===== src/rtl/mac_operand_sequencer.sv =====
// Operand-pair FIFO feeding the MMIO MAC: buffers (x,y) pairs and streams a
// commanded number of them into the MAC's ready/valid port, pulsing done when finished.
module mac_operand_sequencer #(
   parameter int WIDTH = 32,
   parameter int DEPTH = 8,
   parameter int LENW  = 8
) (
   input  logic                     clock,
   input  logic                     reset,
   input  logic                     in_valid,
   output logic                     in_ready,
   input  logic [WIDTH-1:0]         in_x,
   input  logic [WIDTH-1:0]         in_y,
   input  logic                     flush,
   input  logic                     start,
   input  logic [LENW-1:0]          len,
   output logic                     busy,
   output logic                     done,
   output logic [$clog2(DEPTH):0]   count,
   output logic                     out_valid,
   input  logic                     out_ready,
   output logic [WIDTH-1:0]         out_x,
   output logic [WIDTH-1:0]         out_y,
   input  logic                     mac_busy
);

   localparam int PW = $clog2(DEPTH);
   localparam int CW = PW + 1;
   localparam logic [CW-1:0] FULL_CNT = CW'(DEPTH);

   localparam logic [1:0] S_IDLE  = 2'd0;
   localparam logic [1:0] S_ISSUE = 2'd1;
   localparam logic [1:0] S_WAIT  = 2'd2;

   logic [WIDTH-1:0] mem_x_q [DEPTH];
   logic [WIDTH-1:0] mem_y_q [DEPTH];

   logic [PW-1:0]   wr_ptr_q, wr_ptr_d;
   logic [PW-1:0]   rd_ptr_q, rd_ptr_d;
   logic [CW-1:0]   count_q, count_d;
   logic [1:0]      state_q, state_d;
   logic [LENW-1:0] remaining_q, remaining_d;
   logic            guard_q, guard_d;
   logic            done_q, done_d;

   logic full, empty, push, pop;

   always_comb begin
      full      = (count_q == FULL_CNT);
      empty     = (count_q == '0);
      in_ready  = !full;
      out_valid = (state_q == S_ISSUE) && !empty;
      // flush wins over both FIFO ports, so neither side moves in that cycle
      push      = in_valid && in_ready && !flush;
      pop       = out_valid && out_ready && !flush;
      out_x     = mem_x_q[rd_ptr_q];
      out_y     = mem_y_q[rd_ptr_q];
      busy      = (state_q != S_IDLE);
      done      = done_q;
      count     = count_q;
   end

   always_comb begin
      wr_ptr_d = wr_ptr_q;
      rd_ptr_d = rd_ptr_q;
      count_d  = count_q;
      if (flush) begin
         wr_ptr_d = '0;
         rd_ptr_d = '0;
         count_d  = '0;
      end else begin
         if (push) wr_ptr_d = wr_ptr_q + PW'(1);
         if (pop)  rd_ptr_d = rd_ptr_q + PW'(1);
         if (push && !pop)      count_d = count_q + CW'(1);
         else if (pop && !push) count_d = count_q - CW'(1);
      end
   end

   always_comb begin
      state_d     = state_q;
      remaining_d = remaining_q;
      guard_d     = guard_q;
      done_d      = 1'b0;
      if (flush) begin
         state_d     = S_IDLE;
         remaining_d = '0;
         guard_d     = 1'b0;
      end else begin
         case (state_q)
            S_IDLE: begin
               if (start) begin
                  if (len != '0) begin
                     state_d     = S_ISSUE;
                     remaining_d = len;
                  end else begin
                     done_d = 1'b1;
                  end
               end
            end
            S_ISSUE: begin
               if (pop) begin
                  remaining_d = remaining_q - LENW'(1);
                  if (remaining_q == LENW'(1)) begin
                     state_d = S_WAIT;
                     guard_d = 1'b1;
                  end
               end
            end
            S_WAIT: begin
               // MAC raises busy a cycle after its handshake, so skip the first cycle
               guard_d = 1'b0;
               if (!guard_q && !mac_busy) begin
                  state_d = S_IDLE;
                  done_d  = 1'b1;
               end
            end
            default: state_d = S_IDLE;
         endcase
      end
   end

   always_ff @(posedge clock or negedge reset) begin
      if (!reset) begin
         wr_ptr_q    <= '0;
         rd_ptr_q    <= '0;
         count_q     <= '0;
         state_q     <= S_IDLE;
         remaining_q <= '0;
         guard_q     <= 1'b0;
         done_q      <= 1'b0;
      end else begin
         wr_ptr_q    <= wr_ptr_d;
         rd_ptr_q    <= rd_ptr_d;
         count_q     <= count_d;
         state_q     <= state_d;
         remaining_q <= remaining_d;
         guard_q     <= guard_d;
         done_q      <= done_d;
      end
   end

   always_ff @(posedge clock) begin
      if (push) begin
         mem_x_q[wr_ptr_q] <= in_x;
         mem_y_q[wr_ptr_q] <= in_y;
      end
   end

endmodule

===== config.mk =====
export PLATFORM = sky130hd
export DESIGN_NAME = mac_operand_sequencer
export DESIGN_NICKNAME = d
export VERILOG_FILES = /design/src/rtl/mac_operand_sequencer.sv
export SDC_FILE = /design/constraint.sdc
export NUM_CORES = 1
export LEC_CHECK = 0
export ABC_AREA = 1
export CAP_MARGIN = 5
export CORE_ASPECT_RATIO = 1.1
export CORE_MARGIN = 1.5
export CORE_UTILIZATION = 59
export DETAILED_ROUTE_END_ITERATION = 6
export HOLD_SLACK_MARGIN = 0.08
export PLACE_DENSITY = 0.81
export SETUP_SLACK_MARGIN = 0.05
export SKIP_LAST_GASP = 1
export SYNTH_ARGS = -nofsm -noshare
export SYNTH_HDL_FRONTEND = slang
export SYNTH_SLANG_ARGS = --single-unit

===== constraint.sdc =====
create_clock -name clock -period 5.5 [get_ports clock]
set_input_delay 0.55 -clock clock [delete_from_list [all_inputs] [get_ports clock]]
set_output_delay 0.55 -clock clock [all_outputs]
set_load 0.01 [all_outputs]

-- Word level (Yosys, flattened, before mapping)
Memories as Yosys holds them, arrays and structs flattened.
Cells that the tools add are included.
- flip-flop bits (word level): 22
- RAM bits: 512
- memories: 2
- memory list (name ; words ; width ; read ports ; clocked after memory_dff ; wr ports ; line ; source):
    mem_x_q ; 8 ; 32 ; 1 ; 0 ; 1 ; 35 ; logic [WIDTH-1:0] mem_x_q [DEPTH];
    mem_y_q ; 8 ; 32 ; 1 ; 0 ; 1 ; 36 ; logic [WIDTH-1:0] mem_y_q [DEPTH];
- $add $sub $neg: 5
- equality and inequality tests: 9
- mux-type cells: 30
- reductions and logical operators: 27
- operators by type and width (operator ; number):
    2-to-1 mux 8 bit ; 4
    one-hot mux 8 bit (2 select lines) ; 1
    2-to-1 mux 2 bit ; 6
    2-to-1 mux 3 bit ; 4
    2-to-1 mux 4 bit ; 3
    != test 3 bit (second input constant) ; 4
    2-to-1 mux 1 bit ; 9
    nonzero test 3 bit ; 3
    == test 8 x 1 -> 1 bit (second input constant) ; 1
    logical AND 1 bit ; 8
    nonzero test 8 bit ; 1
    subtractor 8 x 1 -> 8 bit (second input constant) ; 1
    logical NOT 1 bit ; 7
    adder 3 x 1 -> 3 bit (second input constant) ; 2
    one-hot mux 2 bit (3 select lines) ; 1
    nonzero test 2 bit ; 3
    AND reduction 5 bit ; 1
    adder 4 x 1 -> 4 bit (second input constant) ; 1
    == test 4 bit (second input constant) ; 1
    logical NOT 4 bit ; 1
    one-hot mux 1 bit (2 select lines) ; 2
    AND reduction 4 bit ; 1
    subtractor 4 x 1 -> 4 bit (second input constant) ; 1
    != test 3 x 2 -> 1 bit (second input constant) ; 1
    4 further kinds ; 4

-- Depth between registers and ports, before layout
- depth after elaboration: 9
- depth in mapped cells: 16

-- Least setup slack after synthesis
No wires, ideal clock.
- path type: flip-flop to flip-flop
- start: register count_q[3] (netlist: count[3])
- end: memory mem_x_q[0][0], enable pin
- library setup time: 0.486 ns
- arrival: 3.680 ns
- setup slack: 1.333 ns
- cell stages (with the launch flop): 8
- path buffers: 0
- period minus slack after synthesis: 4.167 ns
- path through: dfrtp_1 -> inv_1 -> nor2_1 -> nand2_2 -> nand2_1 -> nor2_2 -> nand2_1 -> nor2_1
- longest elaborated chain between the ends: 6
- RTL lines (element ; line ; source):
    start: declaration ; 40 ; logic [CW-1:0] count_q, count_d;
    start signal: assignment ; 134 ; count_q <= count_d;
    == test 4 bit ; 49 ; full = (count_q == FULL_CNT);
    logical NOT 1 bit ; 51 ; in_ready = !full;
    via in_ready ; 11 ; output logic in_ready,
    logical AND 1 bit (2 in a row) ; 54 ; push = in_valid && in_ready && !flush;
    2-to-1 mux 1 bit ; 143 ; if (push) begin
    2-to-1 mux 1 bit (not written as such) ; 144 ; mem_x_q[wr_ptr_q] <= in_x;
    end: declaration ; 35 ;
The timed path passes the listed nets, and every way through them passes these cells.

-- Final worst setup path
- start: register rd_ptr_q[1]
- end: output out_y[5]
- longest elaborated chain between the ends: 1
- RTL lines (element ; line ; source):
    start: declaration ; 39 ; logic [PW-1:0] rd_ptr_q, rd_ptr_d;
    start signal: assignment ; 133 ; rd_ptr_q <= rd_ptr_d;
    memory read (8 x 32 bit) ; -- ;
    end: declaration ; 23 ; output logic [WIDTH-1:0] out_y,
Every way passes these cells.

==> flow_metrics.tcl <==
set metrics [dict create \
    status "finished, final reports clean" \
    cts_inserted_buffers 51 \
    post_cts_buffers 0 \
    ant_nets 0 \
    rows 72 \
    syn2layout_area_growth_pct 15.8 \
    grt-ovfl-total 0 \
    synth_fp_nets 1752 \
    io_pins 151 \
    seq_area_frac_synth 0.749 \
    synth.most_common_cell "edfxtp_1" \
    worst-setup-path-type "reg -> out" \
    r2r_start "count[3]$_DFFE_PN0P_" \
    crit_fanout 71 \
    r2r-end "mem_y_q[0][13]$_DFFE_PP_" \
    max_cap_viol_count 0 \
    holdCritPathClass "reg -> reg" \
    ff2ff_path_depth 8 \
    slowest_delay_ns 0.70 \
    fin_tns_setup_ns 0 \
    cp.arrival_ns 3.67 \
    cts_resized 0 \
    die_w_microns 184 \
    first_global_vias 13500 \
    core_sq_mm 0.0353 \
    min_path_cells 2 \
    clock-sinks 534 \
    dp_hpwl_microns 24500 \
    slew_viol_final 0 \
    critPathTopFamily "buffers and inverters" \
    worst-slew-pin-transition_ns 1.16 \
    synth_area_sq_mm 0.0213 \
    portBuffers 150 \
    initial_core_util 0.602 \
    relSlewSlack 0.224 \
    grt_max_degree 257 \
    clockRootBuffer "clkbuf_16" \
    finalHoldViolations 0 \
    clk_pin_slew_ns 0.06 \
    yosys.area.top_type "edfxtp_1" \
    synth.avg_cell_area_sq_um 12.8 \
    asyncSetResetFlopFracSynth 0.0412 \
    power_leakage_uw 0.00829 \
    synth_top_area_share 0.723 \
    antenna_found_initial 0 \
    ys_ff_latch 534 \
    clk_latency_ns 0.57 \
    drt-initial-drc-count 1396 \
    min_period_ns 4.22 \
    die_h_microns 202 \
    ir_drop_uv 323 \
    synth_common_cells "512 x edfxtp_1, 477 x nor2_1, 238 x o21ai_0, 75 x nand2_1, 65 x o22ai_1" \
    cts-hold-fix-buffers 0 \
    viasPerCell 5.85 \
    power_uw 10200 \
    p_per_area_mw_per_mm2 413 \
    grt_pass1_wl_microns 71700 \
    holdPathEnd "remaining_q[5]$_DFFE_PN0P_" \
    synth-warning-count 0 \
    cp-end-kind "output pin" \
    fin_area_sq_mm 0.0246 \
    crit_buf_inv 3 \
    worst-r2r-setup-slack_ns 2.69 \
    drc 0 \
    wl_per_cell_microns 19.9 \
    ys_top_cells_by_area "edfxtp_1 72%, nor2_1 8.4%, o21ai_0 5.6%" \
    drive_gt1_frac 0.0602 \
    cp-start-kind "flop" \
    max-clock-path-buffers 3 \
    vias 13500 \
    synth_edf_count 512 \
    cts_tree "done" \
    crit_path_top_delay_cell "dfrtp_4" \
    htree_levels 2 \
    hold_start "remaining_q[5]$_DFFE_PN0P_" \
    ys_types 34 \
    path_cells "inv_4 > buf_4 > o21ai_0 > o22ai_1 > nor2_1 > a31oi_1 > clkdlybuf4s50_1" \
    required_ns 4.95 \
    place_area_sq_mm 0.0231 \
    gp_congestion 0.814 \
    setup_viol_count_final 0 \
    gr-usage-all-layers 0.251 \
    final_nets 1875 \
    dr.pass1.iters 5 \
    die-area_sq_mm 0.0372 \
    drt_wl_total_microns 45900 \
    grt_setup_unrepaired "false" \
    syn_inst 1666 \
    skew_ns 0.0252 \
    finalCritPeriodShare 0.767 \
    yosys_most_used_dff "edfxtp_1" \
    max_freq_ghz 0.237 \
]
-- registers in the layout, summed over array words and instances, names as in the netlist --
register and flops:
state_q 2, mem_y_q 256, mem_x_q 256, done 1, remaining_q 8, count 4
wr_ptr_q 3, guard_q 1, rd_ptr_q 3
-- power breakdown --
| group | total, uW | switching, uW | internal, uW |
|---|---|---|---|
| registers | 4710 | 83.0 | 4630 |
| logic | 2200 | 1340 | 853 |
| clock network | 3260 | 1400 | 1860 |
| total | 10200 | 2820 | 7340 |
-- cell usage in the layout (no fill, tap or decap), drive strengths merged --
cell type | synthesis | final
fa | 1 | 1
clkinv | 0 | 20
o21a | 2 | 2
o22ai | 65 | 65
nand3 | 12 | 12
o31ai | 1 | 1
ha | 6 | 6
o21ai | 276 | 276
edfxtp | 512 | 512
dfrtp | 22 | 22
nand2 | 79 | 79
nor2 | 481 | 481
a31oi | 64 | 64
xor2 | 2 | 2
diode | 0 | 1
buf | 48 | 20
nor3 | 1 | 1
o32ai | 1 | 1
xnor2 | 1 | 1
bufinv | 0 | 3
nand4 | 1 | 1
inv | 32 | 33
clkbuf | 52 | 66
a21oi | 7 | 7
clkdlybuf4s50 | 0 | 150
-- kinds of logic after synthesis --
group,Yosys count,synth area share
AND/OR/NAND/NOR,574,0.104
flip-flops,534,0.749
AO/OA/AOI/OAI,416,0.106
buffers and inverters,132,0.0349
adder cells (fa/ha/maj),7,0.00447
XOR/XNOR,3,0.00124
-- stage by stage --
stage | utilization | cells | hold slack, ns | worst slack, ns
3_3_place_gp | 0.653 | 2217 | 0.455 | 1.88
5_1_grt | 0.697 | 2307 | 0.512 | 1.12
2_1_floorplan | - | 1666 | 0.254 | 1.33
6_report | 0.697 | 2308 | 0.479 | 1.28
4_1_cts | 0.697 | 2307 | 0.482 | 1.29
3_5_place_dp | 0.653 | 2217 | 0.467 | 1.89
-- layout make-up --
| type | count | area (sq um) |
|---|---|---|
| fillers | 2345 | 10700 |
| clock inverters | 24 | 189 |
| clock buffers | 66 | 1350 |
| repair buffers | 170 | 1750 |
| inverters | 32 | 133 |
| diodes | 1 | 2.50 |
| well taps | 481 | 602 |
| flip-flops and latches | 534 | 15900 |
| multi-input cells | 1000 | 4660 |
-- worst max-delay path by stage --
| stage | from | end | slack (ns) | cells after the start |
|---|---|---|---|---|
| finish | rd_ptr_q[1]$_DFFE_PN0P_ | out_y[5] | 1.28 | 7 |
| global route | rd_ptr_q[1]$_DFFE_PN0P_ | out_y[19] | 1.12 | 6 |
| CTS | rd_ptr_q[1]$_DFFE_PN0P_ | out_x[30] | 1.29 | 7 |
| detailed placement | rd_ptr_q[1]$_DFFE_PN0P_ | out_x[30] | 1.89 | 7 |
| global placement | rd_ptr_q[1]$_DFFE_PN0P_ | out_y[31] | 1.88 | 6 |
| floorplan | count[3]$_DFFE_PN0P_ | mem_x_q[0][0]$_DFFE_PP_ | 1.33 | 7 |
-- metal layers --
layer / track usage / part of all wire / vias up / wire length (microns)
met5: 0 / 0 / - / 0
met2: 0.418 / 0.50 / 579 / 23100
met3: 0.0389 / 0.077 / 95 / 3510
li1: - / - / 6275 / -
met1: 0.338 / 0.39 / 6550 / 18100
met4: 0.0937 / 0.025 / 0 / 1140
-- worst register-to-register path, delay by kind of cell, from the launching register on --
kind	cells	cell delay (ns)
flops	1	0.42
simple gates	6	1.48
buf+inv	2	0.57
Power figures use the tool's default switching activity.
